[config.mk]
export PLATFORM = sky130hd
export DESIGN_NAME = serial_sub_4bits
export DESIGN_NICKNAME = d
export VERILOG_FILES = /design/src/rtl/serial_arith_pkg.sv /design/src/rtl/full_sub_1bit.sv /design/src/rtl/serial_sub_4bits.sv
export SDC_FILE = /design/constraint.sdc
export NUM_CORES = 1
export LEC_CHECK = 0
export CORE_ASPECT_RATIO = 0.75
export CORE_MARGIN = 5
export CORE_UTILIZATION = 25
export DETAILED_ROUTE_END_ITERATION = 8
export PLACE_DENSITY_LB_ADDON = 0.05
export SLEW_MARGIN = 20
export SYNTH_ARGS = -nofsm -noshare
export SYNTH_HDL_FRONTEND = slang
export SYNTH_HIERARCHICAL = 1
export SYNTH_SLANG_ARGS = --single-unit
[constraint.sdc]
create_clock -name clk -period 1.18 [get_ports clk]
set_input_delay 0.354 -clock clk [delete_from_list [all_inputs] [get_ports clk]]
set_output_delay 0.354 -clock clk [all_outputs]
set_load 0.005 [all_outputs]
[src/rtl/serial_arith_pkg.sv]
// Shared definitions for the bit-serial arithmetic blocks.
// Holds the FSM state type, the default operand width and the counter sizing helper.
package serial_arith_pkg;

    typedef enum logic [1:0] {
        IDLE = 2'd0,
        RUN  = 2'd1,
        DONE = 2'd2
    } state_t;

    localparam int DEFAULT_WIDTH = 4;
    localparam int CNT_WIDTH     = $clog2(DEFAULT_WIDTH);

    // A one-bit operand still needs a one-bit counter.
    function automatic int cnt_width(input int w);
        return (w > 1) ? $clog2(w) : 1;
    endfunction

endpackage

[src/rtl/full_sub_1bit.sv]
// Single-bit full subtractor: d = a - b - bin, with borrow-out.
// Purely combinational; the serial subtractor reuses one instance for every bit.
module full_sub_1bit (
    input  logic a,
    input  logic b,
    input  logic bin,
    output logic d,
    output logic bout
);

    // Borrow out when b exceeds a, or when they match and a borrow comes in.
    assign d    = a ^ b ^ bin;
    assign bout = (~a & b) | (~(a ^ b) & bin);

endmodule

[src/rtl/serial_sub_4bits.sv]
// Bit-serial subtractor: Q = A - B - bin, one bit per clock, LSB first.
// Q[WIDTH] is the borrow-out; Q only changes on the edge that enters DONE.
module serial_sub_4bits
    import serial_arith_pkg::*;
#(
    parameter int WIDTH = DEFAULT_WIDTH
) (
    input  logic             clk,
    input  logic             rst,
    input  logic             enable,
    input  logic [WIDTH-1:0] A,
    input  logic [WIDTH-1:0] B,
    input  logic             bin,
    output logic [WIDTH:0]   Q,
    output logic             busy,
    output logic             done
);

    localparam int CW = cnt_width(WIDTH);

    state_t           state;
    state_t           next_state;
    logic [WIDTH-1:0] a_sr;
    logic [WIDTH-1:0] b_sr;
    logic [WIDTH-1:0] result;
    logic [WIDTH-1:0] result_next;
    logic             br;
    logic [CW-1:0]    cnt;
    logic             d;
    logic             bout;
    logic             start;
    logic             last;

    full_sub_1bit u_cell (
        .a    (a_sr[0]),
        .b    (b_sr[0]),
        .bin  (br),
        .d    (d),
        .bout (bout)
    );

    assign last        = (cnt == CW'(WIDTH - 1));
    assign result_next = {d, result[WIDTH-1:1]};
    assign busy        = (state == RUN);
    assign done        = (state == DONE);

    always_ff @(posedge clk or posedge rst) begin
        if (rst) begin
            state <= IDLE;
        end else begin
            state <= next_state;
        end
    end

    // A start is only accepted from IDLE or DONE, so operands in flight stay untouched.
    always_comb begin
        next_state = state;
        start      = 1'b0;
        case (state)
            IDLE: begin
                if (enable) begin
                    start      = 1'b1;
                    next_state = RUN;
                end
            end
            RUN: begin
                if (last) begin
                    next_state = DONE;
                end
            end
            DONE: begin
                if (enable) begin
                    start      = 1'b1;
                    next_state = RUN;
                end else begin
                    next_state = IDLE;
                end
            end
            default: next_state = IDLE;
        endcase
    end

    // The final bit and its borrow-out go straight into Q on the edge entering DONE.
    always_ff @(posedge clk or posedge rst) begin
        if (rst) begin
            a_sr   <= '0;
            b_sr   <= '0;
            result <= '0;
            br     <= 1'b0;
            cnt    <= '0;
            Q      <= '0;
        end else if (start) begin
            a_sr <= A;
            b_sr <= B;
            br   <= bin;
            cnt  <= '0;
        end else if (state == RUN) begin
            a_sr   <= a_sr >> 1;
            b_sr   <= b_sr >> 1;
            br     <= bout;
            result <= result_next;
            cnt    <= cnt + CW'(1);
            if (last) begin
                Q <= {bout, result_next};
            end
        end
    end

endmodule
==> metrics.cfg <==
[floorplan]
die-area_sq_mm=0.005770
core-area_sq_mm=0.004129
die_h_um=67.05
io_pins=19
rows=20
dieWidth_um=86.06
start_util=0.2627

[detailed_routing]
vias_per_cell=4.139
drc=0
antenna_left=0
routed_wl_um=2350
post_drt_wl_per_cell_um=13.58
drt_iter0_markers=27
drt_pre_antenna_iters=4
vias=716

[global_routing]
antenna_found_initial=0
grt_pass1_wl_um=3870
grt_max_degree=22
grt_pass1_vias=771
grt_overflow=0
grtUsageTotal=0.09014

[timing]
timing.max_slew.rel_slack=0.8545
hold_violations=0
finalWorstSetupSlack_ns=-0.1939
setup_tns_ns=-1.528
max_freq_ghz=0.7279
min_period_over_period=1.164
finalClockSkew_ns=0.005943
final_max_slew_viol_count=0
fin_crit_ns=1.374
grt_setup_unrepaired=yes
setup_violations=11
worst_pin_slew_ns=0.2179
hold_ws_ns=0.4081

[power]
power.share.clock=0.125
peakVddDrop_v=0.0008561
p_sw_w=0.001201
power_density_mw_per_mm2=2459
switching_share=0.3156
pwr-share-seq=0.334
p_comb_frac=0.541
p_leak_nw=0.7736
p_int_w=0.002605

[setup_path]
start_kind=flop
endpoint_kind=primary output
cp_slowest_cell=dfrtp_1
crit_required_ns=0.83
critPathBufInv=2
path_max_fanout=3
arrival_ns=1.02
path_class=reg2out
slowest_delay_ns=0.39
path_delay_family=flip-flops
cp_cell_sequence=buf_6 > nor2b_4 > buf_2

[cells_and_area]
antenna_cells=0
areaGrowthSynthToFinish_pct=42.68
nNetsFinal=133
utilization=0.3748
drive_gt1_frac=0.4153

[clocking]
hold_buffers=0
cts_sinks=21
cts_buffers=3
cts_root_buf=clkbuf_8
cts_tree=built
htree_num_levels=1
clkLatencyLatePin_ns=0.26
clk_pin_slew_ns=0.08
clk_path_buf_depth=2

[logic_synthesis]
ys_top_cells_by_area=dfrtp_1 48%, mux2i_1 21%, mux2_4 8.3%
synth_warnings=6
synth_nets=93
ys_types=20
netlist_area_sq_mm=0.001085
synthCells=79
synth_top_area_cell=dfrtp_1
synth_top_area_frac=0.4844
ys_ff_latch=21
seq_area_frac_synth=0.4844
synth_area_per_cell_sq_um=13.73

[place]
hpwlAfterDp_um=1523
portBuffers=18
gp_congestion=0.6108

[status]
status=finished with violations
violations=negative setup slack

[job]
maxCapViolCount=0

[min_path]
hp-class=in2async

[placed cells by master (no fill, tap or decap)]
master,instances
nor2b_4,1
mux2_4,7
fa_2,1
clkbuf_8,3
o21ai_0,2
clkbuf_1,1
buf_8,1
nand3_1,2
inv_2,3
mux2i_1,22
nor2_1,2
buf_2,7
buf_6,5
dfrtp_1,21
mux2i_2,1
ha_1,1
xnor2_1,1
mux2_2,3
nor2b_1,1
a22o_1,1
inv_1,2
nand3b_4,1
dlymetal6s2s_1,1
a21o_1,1
clkdlybuf4s50_1,10
nor3b_1,1
buf_4,13
buf_12,2
clkbuf_16,1
[logic make-up after synthesis]
logic type      Yosys count  share of synthesized area
compound gates            4                    0.02423
fa+ha+maj                 2                    0.02999
mux                      33                     0.3368
buf+inv                  10                    0.05651
simple gates              8                    0.05998
xor+xnor                  1                   0.008075
flops                    21                     0.4844
[sequential cells by signal (all words and copies together), names as in the netlist]
signal / count
Q: 5
a_sr: 4
b_sr: 4
br: 1
cnt: 2
result: 3
state: 2
[power by group through the flow]
stage,registers (W),clock network (W),logic [W]
floorplan,0.00125,0,0.00120
global placement,0.00129,0,0.00185
detailed placement,0.00129,0,0.00186
CTS,0.00127,0.000513,0.00197
global route,0.00133,0.000545,0.00224
finish,0.00127,0.000476,0.00206
[final timing paths]
kind | from | end | slack [ns] | depth (start not counted)
worst max-delay path | state[1] | busy | -0.19 | 3
worst min register to register | result[1] | Q[0] | 0.52 | 1
max in group asynchronous | rst | b_sr[2] | 0.63 | 3
min in group clk | result[1] | Q[0] | 0.52 | 1
worst max register to register | state[1] | Q[2] | -0.16 | 4
worst min-delay path | rst | b_sr[3] | 0.41 | 3
[Yosys cell counts, drive strengths merged]
cell,n
nor2b,2
xnor2,1
o21ai,2
buf,5
ha,1
nand3b,1
nor3b,1
nor2,2
dfrtp,21
inv,5
mux2,10
mux2i,23
fa,1
a22o,1
nand3,2
a21o,1
[worst reg2reg max path: stages, from the launching register on]
cell      delay, ns
dfrtp_1        0.39
buf_6          0.13
buf_8          0.14
nand3b_4       0.23
mux2_4         0.33
[through the flow]
stage          setup WS (ns)  instance area [sq um]  cells  total power [W]
6_report             -0.1939                   1548    173         0.003806
5_1_grt              -0.2546                   1548    173         0.004112
4_1_cts              -0.2102                   1488    170         0.003751
3_5_place_dp         -0.2609                   1414    160         0.003145
3_3_place_gp         -0.2444                   1414    160         0.003134
2_1_floorplan       -0.07501                   1085     79         0.002443
[metal layers]
layer | global-route usage | wire length (um)
met1 | 0.1157 | 1167
met2 | 0.1413 | 1065
met3 | 0.03461 | 98
met4 | 0.02372 | 19
met5 | 0 | 0
[what timing repair did]
action	CTS	global route
pin swaps	1	1
setup buffers	6	2
endpoints found under the setup margin	15	16
cloned	0	1
resized for setup	34	8
[final cells by class]
class / instances / area, sq um
fill: 407 / 2581
sequential: 21 / 525.5
inverter: 5 / 18.77
multi-input combinational: 48 / 508.0
tap: 55 / 68.82
timing repair buffer: 40 / 381.6
clock buffer: 4 / 45.04
Note: power is estimated with default switching activity, not from simulation.
==> edit 1, RTL diff (same settings) <==
`DEFAULT_WIDTH`: 4 -> 8.
--- a/src/rtl/serial_arith_pkg.sv
+++ b/src/rtl/serial_arith_pkg.sv
@@ -10,3 +10,3 @@
 
-    localparam int DEFAULT_WIDTH = 4;
+    localparam int DEFAULT_WIDTH = 8;
     localparam int CNT_WIDTH     = $clog2(DEFAULT_WIDTH);
Ports: changed (resized A, B and Q); port bits go from 19 to 31. The function was not compared with the original's and may differ.
==> edit 1 against the original RTL <==
- the flow still finishes with violations (setup timing)
- setup slack worse by 0.033 ns
- count of clock-buffer cells in the layout increased by 2
- critical path depth rose by 1
- final area grew 89%
- die area up 61%
- wire length rose by 96%
- power up 95%
- sequential cell count is 17 higher
- synthesized area grew 71%
- hold slack improved by 0.027 ns
- clock power rose to 2.9 times the old value
- critical path type unchanged
- largest power group unchanged
==> edit 1: results (changes against the original RTL) <==
Crit path max fanout = 2 (-1)
Synth area leaders = dfrtp_1 (51%), mux2_4 (7.3%), mux2i_1 (7.0%)
Synth cell count leaders = dfrtp_1 (38), nand2_1 (25), a21oi_1 (14)
Worst Setup SP = state[0]
Antenna violations before repair = 0 (unchanged)
Post-DP HPWL = 2840 um (+87%)
Total number of H-tree levels = 2 (+1)
Nets = 253 (+90%)
Mux contribution to synthesized area = 0.155 (-0.182)
Violated checks = setup timing
Clock tree buffer depth = 2 (unchanged)
Async SR Flop Fraction = 1.00 (unchanged)
N_diodes = 0 (unchanged)
Maximum VDD drop = 0.000794 V (-7.2%)
Adder-cell share of the synthesized area = 0.0242 (-0.00576)
Via/cell ratio = 4.35 (+5.1%)
Slowest cell on crit path = dfrtp_1
Vias in the first global route = 1538 (+99%)
Seq/Total Area, Yosys = 0.511 (+0.0270)
Leakage power total = 1.32 nW (+71%)
Compound-Gate Fraction of Synth Area = 0.115 (+0.0909)
Cells after Synth = 168 (+110%)
Synth Area in XOR/XNOR = 0.00471 (-0.00336)
Worst Setup Slack, final = -0.227 ns (-0.0329 ns)
Worst EP arrival = 1.05 ns (+0.03 ns)
Synth warn = 6 (unchanged)
Gr usage total = 0.105 (+0.0152)
Worst-Skew Late Latency = 0.29 ns (+0.03 ns)
Net count after synthesis = 191 (+110%)
Final GP Congestion = 0.709 (+16%)
First-pass GRT wire length = 7690 um (+99%)
Finish-stage setup viols = 31 (+20)
Placed Cells incl. Taps = 311 (+94%)
Top flop regs = Q: 9 flops, a_sr: 8 flops, b_sr: 8 flops
Port Buffers = 30 (+12)
Routed len/inst = 13.9 um (+2.2%)
Total CTS buffers = 5 (+2)
Cell family with most CP delay = flip-flops
Slew at the pin closest to its max-slew limit = 0.239 ns (+0.0209 ns)
Worst Hold Class = in2async
Synth Flop Type = dfrtp_1
Fillers = 720 (+77%)
Post-place setup slack = -0.383 ns (-0.122 ns)
Status = finished, violations left
Largest stage delay, worst path = 0.41 ns (+0.02 ns)
Reg-to-Reg Start = state[0]
Largest net degree at the start of global routing = 28 (+27%)
Yosys cell types = 27 (+35%)
Layout cells sized above 1 = 0.446 (+0.0306)
Drt pass-1 iters = 4 (unchanged)
Post-Place Cell Area = 0.00247 sq mm (+75%)
Root buffer cell = clkbuf_8
Initial DRC count = 34 (+26%)
Fin cells = 332 (+92%)
Final Skew = 0.00603 ns (+0.0000921 ns)
CTS clock-pin slew for the worst setup and hold paths = 0.08 ns (about the same)
edit 1: cell types whose count changed after synthesis, moves of 3 or more:
cell | before | now
dfrtp_1 | 21 | 38
mux2i_1 | 23 | 13
o22ai_1 | 0 | 3
nand2b_1 | 0 | 4
a21oi_1 | 0 | 14
inv_1 | 5 | 8
nor2b_1 | 1 | 12
nand2_1 | 0 | 25
mux2_4 | 6 | 9
o21ai_0 | 2 | 7
a211oi_1 | 0 | 11
edit 1: kinds of logic (layout without fill, tap and decap cells):
logic type | Yosys count | count (layout)
simple gates | 47 | 48
flops | 38 | 38
compound gates | 36 | 36
mux | 24 | 24
buf+inv | 19 | 81
fa+ha+maj | 3 | 3
xor+xnor | 1 | 1
edit 1: per-layer routing:
metal	share of wire	wire length, um	vias to the layer above	GRT usage
met3	0.046	210	4	0.0323
met2	0.47	2150	28	0.154
met5	0	0	-	0
met4	0.0085	39	0	0.0328
met1	0.48	2210	712	0.148
li1	-	-	700	-
edit 1: tightest hold or removal path, stage by stage:
cell and delay, ns:
clkdlybuf4s50_1 0.44, clkinvlp_4 0.13, buf_12 0.14
edit 1: power by group:
part	total, mW	switching [mW]	internal [mW]
Sequential	2.31	0.414	1.90
Clock	1.39	0.484	0.902
Combinational	3.72	1.56	2.16
edit 1: what timing repair did:
item | 4_1_cts | 5_1_grt
gates resized for setup | 83 | 14
buffers inserted | 9 | 1
endpoints found under the setup margin | 41 | 41
endpoints found under the hold margin | 0 | 0
pin swaps | 2 | 3
cloned | 3 | 0
edit 1: worst paths after layout:
check | end | cells after the start | slack (ns)
max in group asynchronous | b_sr[0] | 3 | 0.55
worst min-delay path | a_sr[4] | 3 | 0.43
min in group clk | result[1] | 2 | 0.49
worst max-delay path | busy | 4 | -0.23
worst max register to register | a_sr[6] | 6 | -0.21
worst min register to register | result[1] | 2 | 0.49
edit 1: stage by stage:
step / hold slack (ns) / setup TNS (ns)
after global routing: 0.444 / -6.05
final: 0.435 / -4.32
after floorplan: 0.320 / -0.930
after global placement: 0.457 / -8.19
after CTS: 0.432 / -4.00
after detailed placement: 0.477 / -8.66
edit 1: cell type report:
class	count	area, sq um	area share
clock inverter	2	60.1	0.0206
sequential	38	951	0.326
multi-input combinational	112	1010	0.347
timing repair buffer	64	643	0.220
tap	101	126	0.0433
clock buffer	6	82.6	0.0283
inverter	9	45.0	0.0154
==> edit 2, RTL diff (same flow settings) <==
Made on the original files. Encoding of `state_t`: now one-hot (3 bits for 3 states).
--- a/src/rtl/serial_arith_pkg.sv
+++ b/src/rtl/serial_arith_pkg.sv
@@ -4,6 +4,6 @@
 
-    typedef enum logic [1:0] {
-        IDLE = 2'd0,
-        RUN  = 2'd1,
-        DONE = 2'd2
+    typedef enum logic [2:0] {
+        IDLE = 3'b001,
+        RUN  = 3'b010,
+        DONE = 3'b100
     } state_t;
Function: same outputs for any inputs over 10 cycles, from zero or initial values and one cycle with rst high; not proved beyond that.
==> edit 2 against the original RTL <==
- the flow still finishes with violations (setup timing)
- global-route usage decreased by 1.6 points
- setup slack got worse by 0.17 ns
- power decreased by 1.6%
- critical path depth increased by 1
- cell count decreased by 5.8%
- final area increased by 1.3%
- sequential cell count increased by 1
- synthesized area decreased by 3.7%
- wire length decreased by 10%
- sequential share of layout area increased by 1.2 points
- critical path type is now reg2reg
==> edit 2: results (changes against the original RTL) <==
N_diodes = 0 (unchanged)
Violated checks = setup timing
Post-DP HPWL = 1390 um (-8.9%)
Port Buffers = 18 (unchanged)
Initial DRC count = 11 (-59%)
First-pass GRT wire length = 3190 um (-17%)
Worst-Skew Late Latency = 0.26 ns (about the same)
Drt pass-1 iters = 2 (-2)
Met3 Track Usage GR = 0.0299 (-0.00472)
Largest net degree at the start of global routing = 23 (+4.5%)
Root buffer cell = clkbuf_8
Met1 usage = 0.103 (-0.0128)
Crit path max fanout = 5 (+2)
Cells after Synth = 70 (-11%)
Fin cells = 163 (-5.8%)
Seq/Total Area, Yosys = 0.528 (+0.0437)
Post-place setup slack = -0.432 ns (-0.172 ns)
Synth warn = 6 (unchanged)
Post-Place Cell Area = 0.00139 sq mm (-1.7%)
Final GP Congestion = 0.624 (+2.2%)
Finish-stage setup viols = 24 (+13)
Top flop regs = Q: 5 flops, a_sr: 4 flops, b_sr: 4 flops
Total CTS buffers = 3 (unchanged)
Vias = 634 (-11%)
Leakage power total = 0.757 nW (-2.1%)
Final Skew = 0.00787 ns (+0.00193 ns)
Synth cell count leaders = dfrtp_1 (21), mux2_2 (16), mux2_4 (8)
Met2 Track Usage GR = 0.107 (-0.0339)
Async SR Flop Fraction = 1.00 (unchanged)
Antenna violations before repair = 0 (unchanged)
Net count after synthesis = 84 (-9.7%)
Slew at the pin closest to its max-slew limit = 0.183 ns (-0.0349 ns)
Final WL = 2110 um (-10%)
Status = finished, violations left
Total number of H-tree levels = 1 (unchanged)
Synth Flop Type = dfrtp_1
Layout cells sized above 1 = 0.583 (+0.168)
Hold Buf Count CTS = 0 (unchanged)
Clock tree buffer depth = 2 (unchanged)
Maximum VDD drop = 0.000817 V (-4.5%)
Yosys cell types = 19 (-5.0%)
Placed Cells incl. Taps = 152 (-5.0%)
Setup TNS = -6.71 ns (-5.18 ns)
Worst EP arrival = 1.69 ns (+0.67 ns)
Vias in the first global route = 640 (-17%)
Gr usage total = 0.0743 (-0.0159)
Worst Setup Slack, final = -0.368 ns (-0.174 ns)
Synth area leaders = dfrtp_1 (50%), mux2_2 (17%), mux2_4 (11%)
CTS clock-pin slew for the worst setup and hold paths = 0.08 ns (about the same)
Nets = 123 (-7.5%)
Worst Hold Class = in2async
edit 2: changes by cell type after synthesis, sizes merged, moves of 2 or more:
| cell | delta |
|---|---|
| a31oi | +2 |
| and2 | +2 |
| buf | -2 |
| mux2 | +14 |
| mux2i | -22 |
| nor2 | -2 |
| xor2 | +2 |
edit 2: repair_timing:
item | CTS | global route
cloned | 0 | 1
buffers inserted | 2 | 4
pin swaps | 2 | 1
endpoints found under the setup margin | 28 | 23
resized for setup | 32 | 15
edit 2: cells by family after synthesis:
group                      share of synthesized area
AOI/OAI and AO/OA                             0.0168
DFF                                            0.528
muxes                                          0.297
and+or+nand+nor                               0.0599
adders and majority gates                     0.0311
buffers and inverters                         0.0503
xor gates and xnor gates                      0.0168
edit 2: path summary, 6_finish.rpt:
path | to | from | depth (start not counted) | slack (ns)
max | br | state[0] | 4 | -0.37
min | result[3] | rst | 3 | 0.41
max reg2reg | br | state[0] | 4 | -0.37
min reg2reg | Q[2] | Q[2] | 1 | 0.51
max in group asynchronous | state[0] | rst | 3 | 0.55
min in group clk | Q[2] | Q[2] | 1 | 0.51
edit 2: layer usage:
layer  vias to the layer above  part of all wire
li1                        313                 -
met1                       309              0.53
met2                        10              0.43
met3                         2             0.036
met4                         0            0.0057
met5                         -                 0
edit 2: layout make-up:
class,count,area [sq um]
sequential,22,552
tap,55,68.8
timing repair buffer,37,348
inverter,6,22.5
clock buffer,3,41.3
multi-input combinational,39,505
fill,403,2490
clock inverter,1,30.0
edit 2: power breakdown:
group | internal, mW | switching [mW]
logic | 1.18 | 0.575
clock network | 0.453 | 0.240
registers | 1.09 | 0.208
edit 2: critical path, cell delays in order (launching register included):
cell and delay [ns]:
dfstp_2 0.60, xor2_2 0.18, nand3_2 0.16, clkbuf_16 0.20
mux2_4 0.29
